**config.mk**
```make
export PLATFORM = sky130hd
export DESIGN_NAME = demux_dispatcher_flat
export DESIGN_NICKNAME = d
export VERILOG_FILES = /design/src/rtl/demux_dispatcher_if.sv /design/src/rtl/demux_dispatcher.sv /design/src/flat_wrapper.sv
export SDC_FILE = /design/constraint.sdc
export NUM_CORES = 1
export LEC_CHECK = 0
export CORE_ASPECT_RATIO = 0.75
export CORE_MARGIN = 5
export CORE_UTILIZATION = 45
export CTS_CLUSTER_DIAMETER = 40
export DETAILED_ROUTE_END_ITERATION = 16
export GPL_ROUTABILITY_DRIVEN = 1
export GPL_TIMING_DRIVEN = 0
export PLACE_DENSITY_LB_ADDON = 0.2
export SYNTH_ARGS = -nofsm -noshare
export SYNTH_HDL_FRONTEND = slang
export SYNTH_SLANG_ARGS = --single-unit
```
**constraint.sdc**
```tcl
create_clock -name clk -period 2.8 [get_ports clk]
set_input_delay 0.84 -clock clk [delete_from_list [all_inputs] [get_ports clk]]
set_output_delay 0.84 -clock clk [all_outputs]
set_load 0.05 [all_outputs]
```
**src/rtl/demux_dispatcher_if.sv**
```systemverilog
// Handshake bundle between the word source, the dispatcher and the 1-to-4 lane demux.
// The slave side is the dispatcher; the master side is whoever feeds words in and acknowledges lanes.
interface demux_dispatcher_if #(
    parameter int unsigned WIDTH = 8,
    parameter int unsigned CNT_W = 8
);
    logic [WIDTH-1:0] in_data;
    logic             in_valid;
    logic             in_ready;
    logic             mode;
    logic [1:0]       man_sel;
    logic [WIDTH-1:0] data_out;
    logic [1:0]       sel_out;
    logic [3:0]       lane_valid;
    logic [3:0]       lane_ready;
    logic             busy;
    logic [CNT_W-1:0] xfer_count;

    modport slave (
        input  in_data, in_valid, mode, man_sel, lane_ready,
        output in_ready, data_out, sel_out, lane_valid, busy, xfer_count
    );

    modport master (
        output in_data, in_valid, mode, man_sel, lane_ready,
        input  in_ready, data_out, sel_out, lane_valid, busy, xfer_count
    );
endinterface

```
**src/rtl/demux_dispatcher.sv**
```systemverilog
// Feeds the 1-to-4 lane demux: latches one word, holds it at least MIN_HOLD cycles,
// then waits for the selected lane's acknowledge. Lane is round-robin or switch-selected.
module demux_dispatcher #(
    parameter int unsigned WIDTH    = 8,
    parameter int unsigned MIN_HOLD = 4,
    parameter int unsigned CNT_W    = 8
) (
    input logic               clk,
    input logic               reset,
    demux_dispatcher_if.slave bus
);
    localparam int unsigned HW = (MIN_HOLD > 1) ? $clog2(MIN_HOLD) : 1;

    typedef enum logic {IDLE, HOLD} state_t;

    state_t           state, state_nxt;
    logic [HW-1:0]    hold_cnt;
    logic [1:0]       rr_ptr;
    logic [1:0]       sel_q;
    logic             manual_q;
    logic [WIDTH-1:0] data_q;
    logic [CNT_W-1:0] count_q;
    logic             accept;
    logic             done;
    logic             in_ready_c;
    logic             busy_c;
    logic [3:0]       lane_valid_c;

    assign accept = (state == IDLE) && bus.in_valid;
    assign done   = (state == HOLD) && (hold_cnt == '0) && bus.lane_ready[sel_q];

    always_ff @(posedge clk or posedge reset) begin
        if (reset) begin
            state <= IDLE;
        end else begin
            state <= state_nxt;
        end
    end

    always_comb begin
        state_nxt = state;
        unique case (state)
            IDLE: if (accept) state_nxt = HOLD;
            HOLD: if (done)   state_nxt = IDLE;
            default:          state_nxt = IDLE;
        endcase
    end

    always_comb begin
        in_ready_c   = 1'b0;
        busy_c       = 1'b0;
        lane_valid_c = '0;
        unique case (state)
            IDLE: in_ready_c = 1'b1;
            HOLD: begin
                busy_c       = 1'b1;
                lane_valid_c = 4'b0001 << sel_q;
            end
            default: in_ready_c = 1'b0;
        endcase
    end

    // mode is captured at accept so switch changes during HOLD cannot move rr_ptr
    always_ff @(posedge clk or posedge reset) begin
        if (reset) begin
            data_q   <= '0;
            sel_q    <= '0;
            manual_q <= 1'b0;
            hold_cnt <= '0;
            rr_ptr   <= '0;
            count_q  <= '0;
        end else if (accept) begin
            data_q   <= bus.in_data;
            sel_q    <= bus.mode ? bus.man_sel : rr_ptr;
            manual_q <= bus.mode;
            hold_cnt <= HW'(MIN_HOLD - 1);
        end else if (state == HOLD) begin
            if (hold_cnt != '0) begin
                hold_cnt <= hold_cnt - HW'(1);
            end
            if (done) begin
                count_q <= count_q + CNT_W'(1);
                if (!manual_q) begin
                    rr_ptr <= sel_q + 2'd1;
                end
            end
        end
    end

    assign bus.in_ready   = in_ready_c;
    assign bus.busy       = busy_c;
    assign bus.lane_valid = lane_valid_c;
    assign bus.data_out   = data_q;
    assign bus.sel_out    = sel_q;
    assign bus.xfer_count = count_q;
endmodule

```
**src/flat_wrapper.sv**
```systemverilog
// flat-port wrapper written by rule: the top's interface ports become plain ports
module demux_dispatcher_flat 
#(
    parameter int unsigned WIDTH    = 8,
    parameter int unsigned MIN_HOLD = 4,
    parameter int unsigned CNT_W    = 8
)
  (clk, reset, bus_in_data, bus_in_valid, bus_mode, bus_man_sel, bus_lane_ready, bus_in_ready, bus_data_out, bus_sel_out, bus_lane_valid, bus_busy, bus_xfer_count);
  demux_dispatcher_if #(.WIDTH(WIDTH), .CNT_W(CNT_W)) bus_i ();
  input logic clk;
  input logic reset;
  input wire logic [$bits(bus_i.in_data)-1:0] bus_in_data;
  input wire logic [$bits(bus_i.in_valid)-1:0] bus_in_valid;
  input wire logic [$bits(bus_i.mode)-1:0] bus_mode;
  input wire logic [$bits(bus_i.man_sel)-1:0] bus_man_sel;
  input wire logic [$bits(bus_i.lane_ready)-1:0] bus_lane_ready;
  output wire logic [$bits(bus_i.in_ready)-1:0] bus_in_ready;
  output wire logic [$bits(bus_i.data_out)-1:0] bus_data_out;
  output wire logic [$bits(bus_i.sel_out)-1:0] bus_sel_out;
  output wire logic [$bits(bus_i.lane_valid)-1:0] bus_lane_valid;
  output wire logic [$bits(bus_i.busy)-1:0] bus_busy;
  output wire logic [$bits(bus_i.xfer_count)-1:0] bus_xfer_count;
  assign bus_i.in_data = bus_in_data;
  assign bus_i.in_valid = bus_in_valid;
  assign bus_i.mode = bus_mode;
  assign bus_i.man_sel = bus_man_sel;
  assign bus_i.lane_ready = bus_lane_ready;
  assign bus_in_ready = bus_i.in_ready;
  assign bus_data_out = bus_i.data_out;
  assign bus_sel_out = bus_i.sel_out;
  assign bus_lane_valid = bus_i.lane_valid;
  assign bus_busy = bus_i.busy;
  assign bus_xfer_count = bus_i.xfer_count;
  demux_dispatcher #(.WIDTH(WIDTH), .MIN_HOLD(MIN_HOLD), .CNT_W(CNT_W)) u_core (.clk(clk), .reset(reset), .bus(bus_i));
endmodule
```
==> metrics.txt, run 1 <==
status complete, no violations; Die Span Y between 50 and 60 um; CTS Sinks 24; DIE AREA 3670 sq um; CTS tree done; crit path buf inv count 2; post_cts resized 2; All-Layer GR Usage 0.1606; Switching Share 0.4992; Initial Utilization 0.4852; Crit-path slowest cell dlygate4sd2_1; combinational power share 0.630; Flop pwr share 0.298; Reg area 600.6 sq um; Chip Width 68.31 um; P_leak 0.0007692 uW; First-pass DRT Iterations 3; Top Family by Delay on Critical Path buffers and inverters; Slew headroom 0.3940; buffers added on ports 41; multi-input logic area 514.2 sq um; area delta synth->final 41.66%; Req. time, crit path 1960 ps; boundary pin count 42; post-synth cell types 22; critical path startpoint category flip-flop; # DRC 0; Worst VDD drop between 0.7 and 0.8 mV; first-pass GRT wire length between 4000 and 5000 um; crit path DAT 1750 ps; Synth area leaders dfrtp_1 (52%), mux2_2 (8.8%), ha_1 (6.5%), xnor2_1 (5.3%), mux2_4 (3.9%); minimum clock period 2590 ps; PwrDens 1275 nW/um^2; hold_ws roughly 480 ps; clk slew on worst S/H paths 120 ps; Syn Std Cell Area 1147 sq um; switching power just over 1000 uW; Crit Path Max Fanout 6; most frequent cells in the layout clkdlybuf4s50_1 (37), dfrtp_1 (24), mux2_2 (9); Max clock buf depth 2; CTS Buf Count 3; worst hold path class flip-flop to flip-flop; Gate Count Post-Synth 90; Synth top area share 0.5234; Highest Clock Rate 386.1 MHz; vias per inst 4.899; Crit path largest cell delay 530 ps; post-route ant nets 0; H-tree Lvls 1; most common cell after layout, fill and taps aside clkdlybuf4s50_1; Antenna diodes 0; antenna violations before repair 0; layout cells sized above 1 0.1493; Crit Path Category flip-flop to output pin; #FFs+latches synth 24; syn avg cell area 12.75 sq um; clock root buffer clkbuf_4; Final setup viols 0; RSZ-0062 raised after global routing no; dpl hpwl ~2000 um; wire per inst 14.98 um; Slew Limit Fails 0; Vias 823; Seq/Total Area, Yosys 0.5234; Critical Path End Type output pin; cell internal pwr 1038 uW; worst-margin pin slew 908.0 ps; Final period util 0.9251; GRT overflow 0; initial drt markers 32; Post-CTS Setup Repair Bufs 0; MaxCap Viol Count 0; setup TNS 0 ps; Mapped Nets between 100 and 150; Synth area leader dfrtp_1; final WL 2516 um; Nets 160; crit-path cells inv_1 -> ha_1 -> and2_1 -> dlygate4sd2_1; pin count of the biggest net entering global routing 25; Placer Congestion 0.8045; hold_buf cts 0; Hold Vio Cnt, Final 0; warnings from Yosys 0; FP Rows 15; Worst-Skew Late Latency about 310 ps; Core ar. 2365 sq um; Setup Skew 8.178 ps; fillers 188; power share of the clock group 0.072; number of global-route vias before repair between 800 and 900
[metrics by stage]
step,worst slack [ps],std cells,power (uW),util,instance area [sq um]
2_1_floorplan,590.3,90,1519,-,1147
3_3_place_gp,320.7,165,1912,0.6767,1600
3_5_place_dp,276.7,165,1955,0.6767,1600
4_1_cts,10.33,168,2096,0.6852,1620
5_1_grt,94.67,168,2200,0.6873,1625
6_report,209.9,168,2072,0.6873,1625
[sequential cells by signal, indices dropped and copies added, names as in the netlist]
| name | count |
|---|---|
| u_core.rr_ptr | 2 |
| u_core.state | 1 |
| u_core.bus.xfer_count | 8 |
| u_core.manual_q | 1 |
| u_core.hold_cnt | 2 |
| u_core.bus.data_out | 8 |
| u_core.bus.sel_out | 2 |
[worst paths after layout]
path / from / end / depth (start not counted) / slack, ps
setup / recovery: u_core.bus.sel_out[0] / bus_lane_valid[2] / 4 / 210
hold / removal: u_core.bus.xfer_count[7] / u_core.bus.xfer_count[7] / 1 / 480
setup reg to reg: u_core.bus.sel_out[0] / u_core.rr_ptr[1] / 3 / 1070
hold reg to reg: u_core.bus.xfer_count[7] / u_core.bus.xfer_count[7] / 1 / 480
max in group asynchronous: reset / u_core.rr_ptr[1] / 2 / 1230
min in group asynchronous: reset / u_core.bus.data_out[3] / 2 / 1000
[Yosys cell counts (all sizes together)]
cell,instances
a21oi,3
a2bb2oi,1
and2,6
and3,2
and4,2
buf,2
dfrtp,24
ha,6
inv,6
mux2,12
mux2i,2
mux4,1
nand2,1
nand3,2
nand3b,1
nand4,4
nor2,5
nor2b,1
o21ai,1
or3,1
xnor2,7
[final cells by class]
type                       count  share of cell area
multi-input combinational     58              0.3164
timing repair buffer          41              0.2540
buffer                         2            0.006159
clock buffer                   3             0.01386
sequential                    24              0.3695
tap                           34             0.02617
inverter                       6             0.01386
[kinds of logic after synthesis]
group | count (synthesis) | share of synthesized area
simple gates | 25 | 0.1396
flops | 24 | 0.5234
mux | 15 | 0.1647
buf+inv | 8 | 0.02835
xor+xnor | 7 | 0.05344
fa+ha+maj | 6 | 0.06543
compound gates | 5 | 0.02508
[power by group through the flow]
stage / registers (uW) / clock network (uW) / logic [uW]
CTS: 621 / 156 / 1320
finish: 618 / 149 / 1310
global route: 647 / 172 / 1380
detailed placement: 630 / 0 / 1330
floorplan: 982 / 0 / 538
global placement: 619 / 0 / 1290
[routing by layer]
metal	global-route usage	share of wire	vias to the layer above
met2	0.2592	0.47	25
met3	0.05219	0.058	2
met4	0.04950	0.0095	0
met5	0	0	-
li1	-	-	401
met1	0.2052	0.46	395
Note: power is estimated with default switching activity, not from simulation.
==> run 2, diff against run 1 <==
--- a/config.mk
+++ b/config.mk
@@ -10,9 +10,10 @@
 export CORE_UTILIZATION = 45
 export CTS_CLUSTER_DIAMETER = 40
 export DETAILED_ROUTE_END_ITERATION = 16
+export DONT_BUFFER_PORTS = 1
 export GPL_ROUTABILITY_DRIVEN = 1
 export GPL_TIMING_DRIVEN = 0
-export PLACE_DENSITY_LB_ADDON = 0.2
+export PLACE_DENSITY = 0.64
 export SYNTH_ARGS = -nofsm -noshare
 export SYNTH_HDL_FRONTEND = slang
 export SYNTH_SLANG_ARGS = --single-unit
==> run 2 against run 1 <==
Non-clock buffer count shrank 41. Highest routed layer is now met3. First-iteration DRC count grew 130%. Design area shrank 25%. Sequential cell count is the same. Final cell count shrank 24%. Die area is the same. Worst hold slack gained 44 ps. Sequential share of layout area grew 13 points. Global-route usage shrank 4.1 points.
==> metrics.txt, run 2 (synthesis results as in run 1) <==
status complete, no violations; clock root buffer clkbuf_4; CTS Sinks 24; buffers added on ports 0; boundary pin count between 40 and 50; FP Rows 15; crit-path cells inv_1 -> ha_1 -> and2_1; worst r2r path cells 3; H-tree Lvls 1; clk slew on worst S/H paths 130 ps; Slew Limit Fails 0; most frequent cells in the layout dfrtp_1 (24), mux2_2 (9), xnor2_1 (7); most common cell after layout, fill and taps aside dfrtp_1; final WL 2064 um; Final setup viols 0; first-pass GRT wire length between 3000 and 4000 um; Core ar. approximately 2400 sq um; R2R Path Start u_core.bus.sel_out[0]; area delta synth->final 5.670%; worst-margin pin slew 905.4 ps; Nets 119; Highest Clock Rate around 370 MHz; number of global-route vias before repair ~670; setup TNS 0 ps; Min-Delay Endpoint u_core.manual_q; antenna violations before repair 0; Crit Path Max Fanout 6; initial drt markers 75; crit path DAT approximately 1800 ps; DIE AREA 3670 sq um; GRT overflow 0; Post-CTS Setup Repair Bufs 0; wire per inst 16.25 um; pin count of the biggest net entering global routing 25; All-Layer GR Usage 0.1196; Req. time, crit path 1960 ps; hold path startpoint u_core.manual_q; Max clock buf depth 2; CTS tree done; Hold Path Depth 1; Crit Path Category flip-flop to output pin; Hold Vio Cnt, Final 0; hold_buf cts 0; Placer Congestion approximately 0.7; Slew headroom 0.3957; Final Instance Count excl. Fillers 127; Final period util 0.9564; Setup Skew 9.677 ps; post-route ant nets 0; layout cells sized above 1 0.2151; # DRC 0; Critical Path End Type output pin; Top Family by Delay on Critical Path flip-flops; vias per inst around 5.4; Placed Cells approximately 120; R2R Path End u_core.rr_ptr[0]; dpl hpwl 1612 um; RSZ-0062 raised after global routing no; Crit path largest cell delay 770 ps; worst hold path class flip-flop to flip-flop; Die Span Y 53.73 um; Crit-path slowest cell dfrtp_1; minimum clock period 2678 ps; Antenna diodes 0; First-pass DRT Iterations 4; post_cts resized 0; MaxCap Viol Count 0; Chip Width between 60 and 70 um; Worst-Skew Late Latency 300 ps; CTS Buf Count 3; critical path startpoint category flip-flop; crit path buf inv count 1; Vias 684; reg-to-reg slack, setup ~740 ps; Initial Utilization 0.4852
==> run 2: layout make-up <==
type | instances | area [sq um]
clock buffers | 3 | 22.52
well taps | 34 | 42.54
flip-flops and latches | 24 | 600.6
multi-input cells | 58 | 514.2
fillers | 230 | 1152
inverters | 6 | 22.52
plain buffers | 2 | 10.01
==> run 2: metrics by stage <==
stage | utilization | setup WS, ps | hold slack (ps) | instance area, sq um
floorplan | - | 590.3 | 480.7 | 1147
global placement | 0.5032 | 481.1 | 497.1 | 1190
detailed placement | 0.5032 | 461.7 | 500.8 | 1190
CTS | 0.5127 | 105.1 | 529.2 | 1212
global route | 0.5127 | 14.37 | 555.3 | 1212
finish | 0.5127 | 122.2 | 522.4 | 1212
==> run 2: routing by layer <==
metal  GRT usage  vias to the layer above  wire [um]
li1            -                      317          -
met1      0.1509                      342        908
met2      0.1824                       25        920
met3     0.07307                        0        235
met4    0.009901                        0          0
met5           0                        -          0
==> run 2: worst max-delay path by stage <==
stage	to	startpoint	cells after the start	slack (ps)
finish	bus_lane_valid[2]	u_core.bus.sel_out[0]	3	120
global placement	bus_lane_valid[2]	u_core.bus.sel_out[0]	3	480
floorplan	bus_lane_valid[2]	u_core.bus.sel_out[0]	3	590
global route	bus_lane_valid[2]	u_core.bus.sel_out[0]	3	10
CTS	bus_lane_valid[2]	u_core.bus.sel_out[0]	3	110
detailed placement	bus_lane_valid[2]	u_core.bus.sel_out[0]	3	460
==> run 2: worst reg2reg max path: stages (launching register included) <==
cell and delay (ps):
dfrtp_1 770, mux4_2 730, nand3b_4 140, mux2_4 300
Power of run 2 is left out: the tool's default activity adds up to more than one toggle a clock period on the data nets, which glitch-free logic cannot reach.
==> run 3, diff against run 2 <==
--- a/config.mk
+++ b/config.mk
@@ -6,7 +6,7 @@
 export NUM_CORES = 1
 export LEC_CHECK = 0
 export CORE_ASPECT_RATIO = 0.75
-export CORE_MARGIN = 5
+export CORE_MARGIN = 2
 export CORE_UTILIZATION = 45
 export CTS_CLUSTER_DIAMETER = 40
 export DETAILED_ROUTE_END_ITERATION = 16
@@ -14,6 +14,7 @@
 export GPL_ROUTABILITY_DRIVEN = 1
 export GPL_TIMING_DRIVEN = 0
 export PLACE_DENSITY = 0.64
+export SETUP_SLACK_MARGIN = 0.5
 export SYNTH_ARGS = -nofsm -noshare
 export SYNTH_HDL_FRONTEND = slang
 export SYNTH_SLANG_ARGS = --single-unit
==> run 3 against run 2 <==
Non-clock buffer count is 1 higher. Design area is 3.3% higher. Worst hold slack better by 1.2 ps. Register-to-register slack better by 240 ps. Clock-buffer cell count is 1 higher. Core utilization is 1.7 points higher. Wire length is 3.1% lower.
==> metrics.txt, run 3 (synthesis results as in run 1) <==
FP Rows 15; antenna violations before repair 0; Slew headroom 0.4082; first-pass GRT wire length between 3000 and 4000 um; DIE AREA 2974 sq um; crit path DAT 1410 ps; area delta synth->final 9.160%; final WL 2001 um; Critical Path End Type output pin; critical path startpoint category flip-flop; All-Layer GR Usage 0.1443; Vias ~680; most common cell after layout, fill and taps aside dfrtp_1; Final period util 0.8047; Place WS 476.5 ps; post-route ant nets 0; setup TNS 0 ps; worst-margin pin slew 886.8 ps; First-pass DRT Iterations 4; CTS tree done; Reg area 606.8 sq um; status complete, no violations; Hold Vio Cnt, Final 0; fillers 226; final setup margin about 550 ps; Placer Congestion just over 0.7; Chip Width 62.31 um; Worst-Skew Late Latency 310 ps; CTS Buf Count 3; # DRC 0; Req. time, crit path ~2000 ps; Initial Utilization 0.4852; clock root buffer clkbuf_4; Crit Path Max Fanout 6; Final setup viols 0; number of global-route vias before repair 682; wire per inst between 15 and 20 um; GRT overflow 0; clk slew on worst S/H paths 130 ps; multi-input logic area 524.3 sq um; Max clock buf depth 2; layout cells sized above 1 0.3263; Nets 120; MaxCap Viol Count 0; buffers added on ports 0; most frequent cells in the layout dfrtp_1 (21), mux2_2 (9), xnor2_1 (7); Antenna diodes 0; worst hold path class flip-flop to flip-flop; Setup Skew 12.95 ps; Highest Clock Rate 443.8 MHz; hold_buf cts 0; initial drt markers 38; boundary pin count 42; Core ar. 2365 sq um; vias per inst 5.287; CTS Sinks 24; minimum clock period 2253 ps; Slew Limit Fails 0; pin count of the biggest net entering global routing 25; RSZ-0062 raised after global routing yes; Die Span Y 47.73 um; H-tree Lvls 1; dpl hpwl 1479 um; Crit Path Category flip-flop to output pin
==> run 3: cell types whose count changed in the layout (fill, tap and decap cells not counted) <==
cell and change:
inv_4 +1, inv_2 +1, buf_4 +1, dfrtp_1 -3, clkbuf_8 +1, and2_1 -4, inv_1 -2, dfrtp_2 +2
dfrtp_4 +1, and2_4 +4
==> run 3: layer usage <==
| layer | vias to the layer above | part of all wire | track usage |
|---|---|---|---|
| li1 | 323 | - | - |
| met1 | 331 | 0.48 | 0.1840 |
| met2 | 26 | 0.43 | 0.2391 |
| met3 | 2 | 0.084 | 0.06353 |
| met4 | 0 | 0.0080 | 0.02667 |
| met5 | - | 0 | 0 |
==> run 3: final timing paths <==
check | from | slack, ps | depth (start not counted) | to
worst max-delay path | u_core.bus.sel_out[0] | 550 | 3 | bus_lane_valid[0]
worst min-delay path | u_core.manual_q | 520 | 1 | u_core.manual_q
worst max register to register | u_core.bus.sel_out[0] | 980 | 3 | u_core.rr_ptr[0]
worst min register to register | u_core.manual_q | 520 | 1 | u_core.manual_q
max in group asynchronous | reset | 1580 | 1 | u_core.bus.sel_out[0]
min in group asynchronous | reset | 580 | 1 | u_core.rr_ptr[1]
==> run 3: worst max-delay path, stage by stage, from the launching register on <==
cell	delay (ps)
dfrtp_4	610
inv_4	90
ha_1	160
and2_4	230
==> run 3: final cells by class <==
| type | count | area share |
|---|---|---|
| Clock buffer | 4 | 0.02897 |
| Tap cell | 34 | 0.03397 |
| Buffer | 2 | 0.007992 |
| Inverter | 6 | 0.01998 |
| Sequential cell | 24 | 0.4845 |
| Multi-Input combinational cell | 58 | 0.4186 |
| Timing Repair Buffer | 1 | 0.005994 |
==> run 3: repair_timing <==
| action | CTS | global route |
|---|---|---|
| setup endpoints to repair | 5 | 4 |
| setup buffers | 0 | 1 |
| resized for setup | 10 | 5 |
==> run 3: per-stage QoR <==
stage	utilization	cells	cell area, sq um	hold WS (ps)
finish	0.5296	129	1252	523.7
global route	0.5296	129	1252	557.3
CTS	0.5233	128	1237	527.9
detailed placement	0.5032	124	1190	499.2
global placement	0.5032	124	1190	497.5
floorplan	-	90	1147	480.7
Power of run 3 is left out for the same reason.
